### src/rtl/id_decode_stage.sv
// MIPS decode stage: latches fetch output, holds the GPR file, resolves operands
// with EX/MEM/WB forwarding, detects load-use stalls and resolves branches/jumps.
module id_decode_stage #(
  parameter int FS_TO_DS_BUS_WD = 64,
  parameter int DS_TO_ES_BUS_WD = 128,
  parameter int BR_BUS_WD       = 34
) (
  input  logic                       clk,
  input  logic                       reset,
  input  logic                       es_allowin,
  output logic                       ds_allowin,
  input  logic                       fs_to_ds_valid,
  input  logic [FS_TO_DS_BUS_WD-1:0] fs_to_ds_bus,
  output logic                       ds_to_es_valid,
  output logic [DS_TO_ES_BUS_WD-1:0] ds_to_es_bus,
  output logic [BR_BUS_WD-1:0]       br_bus,
  input  logic                       ws_rf_we,
  input  logic [4:0]                 ws_rf_waddr,
  input  logic [31:0]                ws_rf_wdata,
  input  logic                       es_fwd_valid,
  input  logic [4:0]                 es_fwd_dest,
  input  logic [31:0]                es_fwd_data,
  input  logic                       es_is_load,
  input  logic                       ms_fwd_valid,
  input  logic [4:0]                 ms_fwd_dest,
  input  logic [31:0]                ms_fwd_data,
  input  logic                       WS_EX
);

  logic                       ds_valid_q, ds_valid_d;
  logic [FS_TO_DS_BUS_WD-1:0] fs_bus_q, fs_bus_d;
  logic [31:0]                rf_q [32];

  logic [31:0] inst, pc, pc_plus4, br_off, rs_value, rt_value, br_target;
  logic [5:0]  op, funct;
  logic [4:0]  rs, rt;
  logic        is_beq, is_bne, is_j, is_jal, is_jr, is_branch;
  logic        rs_used, rt_used, load_use, ds_ready_go, br_taken, br_stall;

  assign inst  = fs_bus_q[63:32];
  assign pc    = fs_bus_q[31:0];
  assign op    = inst[31:26];
  assign funct = inst[5:0];
  assign rs    = inst[25:21];
  assign rt    = inst[20:16];

  // Youngest producer wins; WB bypass covers the same-cycle register write.
  function automatic logic [31:0] fwd_sel(
    input logic [4:0]  src,   input logic [31:0] rf_val,
    input logic        es_v,  input logic [4:0]  es_d, input logic [31:0] es_x,
    input logic        ms_v,  input logic [4:0]  ms_d, input logic [31:0] ms_x,
    input logic        ws_v,  input logic [4:0]  ws_d, input logic [31:0] ws_x);
    if (src == 5'd0)                   return '0;
    else if (es_v && es_d == src)      return es_x;
    else if (ms_v && ms_d == src)      return ms_x;
    else if (ws_v && ws_d == src)      return ws_x;
    else                               return rf_val;
  endfunction

  assign rs_value = fwd_sel(rs, rf_q[rs], es_fwd_valid, es_fwd_dest, es_fwd_data,
                            ms_fwd_valid, ms_fwd_dest, ms_fwd_data,
                            ws_rf_we, ws_rf_waddr, ws_rf_wdata);
  assign rt_value = fwd_sel(rt, rf_q[rt], es_fwd_valid, es_fwd_dest, es_fwd_data,
                            ms_fwd_valid, ms_fwd_dest, ms_fwd_data,
                            ws_rf_we, ws_rf_waddr, ws_rf_wdata);

  assign is_beq    = (op == 6'b000100);
  assign is_bne    = (op == 6'b000101);
  assign is_j      = (op == 6'b000010);
  assign is_jal    = (op == 6'b000011);
  assign is_jr     = (op == 6'b000000) && (funct == 6'b001000);
  assign is_branch = is_beq | is_bne | is_j | is_jal | is_jr;

  assign rs_used = ~(is_j | is_jal);
  assign rt_used = ~(is_j | is_jal | is_jr);

  assign load_use = ds_valid_q & es_fwd_valid & es_is_load & (es_fwd_dest != 5'd0) &
                    ((rs_used & (rs == es_fwd_dest)) | (rt_used & (rt == es_fwd_dest)));

  assign ds_ready_go    = ~load_use;
  assign ds_allowin     = ~ds_valid_q | (ds_ready_go & es_allowin);
  assign ds_to_es_valid = ds_valid_q & ds_ready_go;
  assign ds_to_es_bus   = {pc, inst, rs_value, rt_value};

  assign pc_plus4 = pc + 32'd4;
  assign br_off   = {{14{inst[15]}}, inst[15:0], 2'b00};

  always_comb begin
    br_target = '0;
    if (is_beq || is_bne)    br_target = pc_plus4 + br_off;
    else if (is_j || is_jal) br_target = {pc_plus4[31:28], inst[25:0], 2'b00};
    else if (is_jr)          br_target = rs_value;
  end

  assign br_taken = ds_valid_q & ds_ready_go & ~WS_EX &
                    (is_j | is_jal | is_jr |
                     (is_beq & (rs_value == rt_value)) |
                     (is_bne & (rs_value != rt_value)));
  assign br_stall = ds_valid_q & ~WS_EX & is_branch & load_use;
  assign br_bus   = {br_stall, br_taken, br_target};

  always_comb begin
    ds_valid_d = ds_valid_q;
    fs_bus_d   = fs_bus_q;
    if (WS_EX)           ds_valid_d = 1'b0;
    else if (ds_allowin) ds_valid_d = fs_to_ds_valid;
    if (fs_to_ds_valid && ds_allowin && !WS_EX) fs_bus_d = fs_to_ds_bus;
  end

  always_ff @(posedge clk) begin
    if (reset) begin
      ds_valid_q <= 1'b0;
      fs_bus_q   <= '0;
    end else begin
      ds_valid_q <= ds_valid_d;
      fs_bus_q   <= fs_bus_d;
    end
  end

  always_ff @(posedge clk) begin
    if (reset) begin
      for (int unsigned i = 0; i < 32; i++) rf_q[i] <= '0;
    end else if (ws_rf_we && ws_rf_waddr != 5'd0) begin
      rf_q[ws_rf_waddr] <= ws_rf_wdata;
    end
  end

endmodule

### config.mk
export PLATFORM = sky130hd
export DESIGN_NAME = id_decode_stage
export DESIGN_NICKNAME = d
export VERILOG_FILES = /design/src/rtl/id_decode_stage.sv
export SDC_FILE = /design/constraint.sdc
export NUM_CORES = 2
export LEC_CHECK = 0
export BUFFER_PORTS_ARGS = -buffer_cell sky130_fd_sc_hd__buf_2
export CAP_MARGIN = 20
export CORE_UTILIZATION = 38
export CTS_BUF_LIST = sky130_fd_sc_hd__clkbuf_16
export DETAILED_ROUTE_END_ITERATION = 10
export MAX_ROUTING_LAYER = met4
export PLACE_DENSITY_LB_ADDON = 0.3
export SYNTH_ARGS = -nofsm -noshare
export SYNTH_HDL_FRONTEND = slang
export SYNTH_SLANG_ARGS = --single-unit
export TNS_END_PERCENT = 30
### constraint.sdc
create_clock -name clk -period 4.85 [get_ports clk]
set_input_delay 0.2425 -clock clk [delete_from_list [all_inputs] [get_ports clk]]
set_output_delay 0.2425 -clock clk [all_outputs]
set_load 0.05 [all_outputs]
== Word level (Yosys, flattened, before mapping) ==
Memories as Yosys holds them, arrays and structs flattened. A register that Yosys moved wholly into a read port is not among the register bits.
Cells that the tools add are included.
Word-level totals
  memories: 1
  word-level logic and storage cells: 93
  output and inout port bits: 164
  bits in registers: 65
  RAM bits: 1024
Cells by class
  reduce and logical (&&, ||, !) cells: 20
  mux-type cells: 23
  equality and inequality tests: 15
  bitwise gates (word level): 30
  add/subtract/negate cells: 2
Memory list
  rf_q: words 32, width 32, read ports 2, clocked after Yosys merged registers in 2, wr ports 32, line 32  | logic [31:0] rf_q [32];
Operators with widths (count)
  $mux 32: 12
  $eq 5x5->1: 8
  $add 32x3->32 const B: 1
  $add 32x32->32: 1
  $eq 32x32->1: 1
  $ne 32x32->1: 1
  $reduce_or 32->1: 1
  $mux 5: 5
  $and 1x1->1: 15
  $eq 6x2->1 const B: 2
  $eq 6x3->1 const B: 2
  $logic_and 1x1->1: 10
  $logic_not 5->1: 2
  $or 1x1->1: 10
  $reduce_bool 5->1: 2
  $eq 6x4->1 const B: 1
  $logic_not 6->1: 1
  $mux 1: 6
  $not 1->1: 5
  $logic_or 1x1->1: 2
  $reduce_or 2->1: 1
  $logic_not 1->1: 1

== Depth between registers and ports, before layout ==
  depth in word-level cells: 14
  depth in mapped cells: 18
  mapped depth without buffers: 18

== Least setup slack after synthesis ==
OpenSTA, ideal clock, no wires.
  kind: register -> output
  start: register fs_bus_q[2]
  end: output br_bus[30]
  arrival time: 4892 ps
  cell stages (with the launch flop): 18
  path slack: -285 ps
  buffers on the path: 0
  cells stage by stage: dfxtp_1 ha_1 nand3_1 nor2_1 xor2_1 ha_1 a21o_1 a21o_1 a21o_1 a21oi_1 o21ai_0 a21o_1 a21oi_1 o21ai_0 a2111oi_0 o31ai_1 xnor2_1 o21ai_0
Between the ends
  cells in the longest elaborated chain, start to end: 3
  elaborated cells between the ends (all ways): 4
  classes of those cells: add/sub (2); mux (2)
Ends and longest elaborated chain
  from (decl): line 31  | logic [FS_TO_DS_BUS_WD-1:0] fs_bus_q, fs_bus_d;
  from (signal assigned): line 116  | fs_bus_q <= fs_bus_d;
  $add 32x3->32 *: line 85  | assign pc_plus4 = pc + 32'd4;
  $add 32x32->32 or $mux 32 (tied branches): line 90, 91
  $mux 32 *: line 90  | if (is_beq || is_bne) br_target = pc_plus4 + br_off;
  to (decl): line 16  | output logic [BR_BUS_WD-1:0] br_bus,
Mark *: on every way between the ends. The rest lies on a longest branch, timed or not.

==> results.md <==
- Status: finished with violations
- Failing checks: setup timing
- Number of endpoints failing setup at the final stage: 1
- Cell with the largest stage delay on the worst path: and2_1
- Cell area reported after detailed placement: 68,600 um2
- Number of design rule violations left after detail routing: 0
- Antenna-violating nets left: 0
- Clock Path Buffers: 3
- Core Box Area: 163,000 um2
- R2R depth: 12
- Number of global-route vias before repair: 46,800
- Count of vias placed by the detailed router: 49,200
- Post-layout nets: 5,387
- Library cell with the largest summed area after synthesis: edfxtp_1
- Unrepaired setup endpoints after global routing: yes
- Initial antenna violation count: 41
- Largest fanout on the critical path: 29
- Total count of max-transition violations in the final report: 0
- Post-synthesis to final-layout area growth: 20.5%
- Chip width: 407 um
- Number of levels the H-tree was split into: 3
- Final min period: 5.31 ns
- Dominant delay contributor by cell family on the critical path: simple AND/OR/NAND/NOR gates
- Levels on crit path: 16
- Asr flop ratio synth: 0%
- Overall die area: 165,000 um2
- Buffer and inverter count on the worst path: 5
- Yosys cell types: 87
- Global-route wire length before repair: 389,000 um
- Routed WL per cell: 39.2 um
- Starting density of the core: 38.2%
- Pin count of the biggest net entering global routing: 65
- Worst hold slack: 0.0721 ns
- Dominant cells by area after synthesis: edfxtp_1, mux4_2, and2_1, mux4_1, dfxtp_1
- Cells along the critical path: buf_12 -> and2_1 -> buf_4 -> a21oi_1 -> a311oi_1 -> o2bb2ai_2 -> xor2_1 -> nand2_2 -> and4b_2 -> nand4_1 -> buf_4 -> nor4b_4 -> buf_6 -> xnor2_2 -> o21ai_2 -> buf_6
- Hold violation count in the final report: 0
- Standard-cell row count: 148
- Vert. Die Dim: 407 um
- Cell area after layout: 75,000 um2
- Number of synthesized flops with an enable pin: 1,024
- Total leakage power: 0.0266 uW
- Power density relative to cell area: 336 nW/um2
- Number of placed I/O pins: 348
- GRT Overall Usage: 35.7%
- Leading cell type in the layout, fill and taps excluded: edfxtp_1
- Share of Yosys cell area claimed by the top area cell type: 49.4%
- Class of the worst hold path: primary input to flop
- CTS root buffer: clkbuf_16
- Final routed wirelength across all metal layers: 293,000 um
- Fmax: 188 MHz
- Crit Path Class: flop to output port
- Worst VDD drop: 297 uV
- Area of the mapped netlist: 62,200 um2
- Layout cell share with drive strength beyond 1: 31.0%
- Worst path max stage delay: 0.54 ns
- Post-Synthesis Cells: 4,591
- Post-synthesis average cell area: 13.6 um2
- Number of warnings reported in the yosys synthesis log: 0
- Ys flop type: edfxtp_1
- Transition time at the pin with the least slew margin: 1.26 ns
- Final HPWL DP: 193,000 um
- Detailed Routing Iterations Pass 1: 8
- Fraction of the yosys area taken by sequential cells: 51.8%
- I/O Buffers: 347
- DRC violation total after the first TritonRoute iteration: 8,369
- Post-Route Skew: 0.0434 ns
- Remaining max-slew budget at the tightest pin: 16.1%
- Cell depth of the worst min-delay path: 4
- Insertion delay to the later sink of the worst-skew pair: 0.79 ns
- Number of synthesized register bits: 1,099
- Routability congestion estimate: 1.04
- Clock tree from TritonCTS: done
- Share of the cycle needed by the critical path after routing: 110%
- Endpoint required time on the critical path: 4.61 ns
- Commonest non-fill, non-tap cells in the layout: edfxtp_1, and2_1, mux4_2
- Remaining global-route overflow: 0
- Number of max-cap violations: 0
- Register clock-pin slew on the reported worst setup and hold paths: 0.07 ns
- CTS Buf Count: 119
- Final setup margin: -0.463 ns
- Avg Vias per Cell: 6.58
- CP Capture Type: output port
- Data arrival time of the critical path: 5.07 ns
- Launching element type of the critical path: flop
- CTS Sinks: 1,099
-- final timing paths --
check	from	to	slack, ns
setup / recovery	flop	br_bus[32]	-0.46
hold / removal	ws_rf_wdata[17]	rf_q[13][17]$_SDFFCE_PN0P_	0.07
setup reg to reg	fs_bus_q[51]$_SDFFE_PP0P_	fs_bus_q[60]$_SDFFE_PP0P_	1.40
hold reg to reg	fs_bus_q[0]$_SDFFE_PP0P_	fs_bus_q[0]$_SDFFE_PP0P_	0.48
-- tightest hold or removal path: stages --
cell and delay [ns]:
buf_2 0.09, inv_1 0.06, buf_4 0.21, nor3_1 0.08
-- registers in the layout, summed over array words and instances (netlist names), named ones only --
signal,flops
ds_valid_q,1
fs_bus_q,64
rf_q,1024
-- Yosys cell counts (11+ instances only) --
cell / n
edfxtp_1: 1024
and2_1: 943
mux4_2: 449
clkbuf_1: 279
nand2_1: 273
a21oi_1: 132
nor2_1: 116
nor3_1: 106
o21ai_0: 89
xnor2_1: 87
mux2i_1: 80
dfxtp_1: 75
buf_2: 74
mux4_1: 71
a22oi_1: 70
o22ai_1: 69
nand3_1: 53
buf_4: 50
inv_1: 40
a221oi_1: 37
or2_2: 36
ha_1: 30
xor2_1: 28
and3_1: 24
buf_6: 22
nand4_1: 21
a21o_1: 20
nor4_1: 18
buf_1: 17
nor2b_1: 17
a31oi_1: 16
o211ai_1: 16
a32oi_1: 14
nand2b_1: 13
o221ai_1: 13
a22o_1: 12
a211oi_1: 11
a2bb2oi_1: 11
-- report_power, final --
| part | total [uW] | switching (uW) | internal, uW |
|---|---|---|---|
| Clock | 9280 | 4040 | 5230 |
| Combinational | 4700 | 3010 | 1680 |
| Sequential | 11200 | 322 | 10900 |
-- through the flow --
step                      setup TNS [ns]  utilization [%]  worst slack (ns)  total power, uW  std cells
after floorplan                   -0.526                -            -0.250            13600       4622
after global placement            -0.180             42.1            -0.180            15600       7083
after detailed placement          -0.159             42.1            -0.159            15600       7083
after CTS                         -0.293             45.8            -0.287            25000       7429
after global routing              -0.641             46.0            -0.486            25600       7468
final                             -0.463             46.1            -0.463            25200       7482
-- layer usage --
| layer | track usage (%) | wire length [um] | vias to the layer above |
|---|---|---|---|
| met5 | - | 0 | - |
| li1 | - | - | 18800 |
| met1 | 43.2 | 103000 | 24900 |
| met4 | 21.6 | 21700 | 0 |
| met2 | 50.5 | 125000 | 4430 |
| met3 | 13.4 | 44200 | 1081 |
-- final cells by class --
type	instances	area, um2
clock buffer	119	2980
inverter	41	158
clock inverter	97	895
fill	14400	87800
tap	2175	2720
timing repair buffer	885	7430
antenna	40	100
multi-input combinational	3026	28400
sequential	1099	32300
-- repair_timing --
| item | in CTS | in global routing |
|---|---|---|
| buffers inserted | 40 | 11 |
| gates resized for setup | 135 | 50 |
| hold buffers | 79 | 0 |
| cloned | 11 | 2 |
| pin swaps | 29 | 29 |
| endpoints found under the hold margin | 91 | 0 |
| endpoints found under the setup margin | 11 | 11 |
-- logic make-up (layout without fill, tap and decap cells) --
family / after synthesis / count (layout) / synth area share (%)
and+or+nand+nor: 1657 / 1658 / 14.9
DFF: 1099 / 1099 / 51.8
other: 1 / 72 / 0.00602
adders and majority gates: 31 / 31 / 0.635
xor gates and xnor gates: 115 / 115 / 1.62
AOI/OAI and AO/OA: 583 / 583 / 6.37
buffers and inverters: 498 / 1142 / 4.03
muxes: 607 / 607 / 20.7
Note: power is estimated with default switching activity, not from simulation.
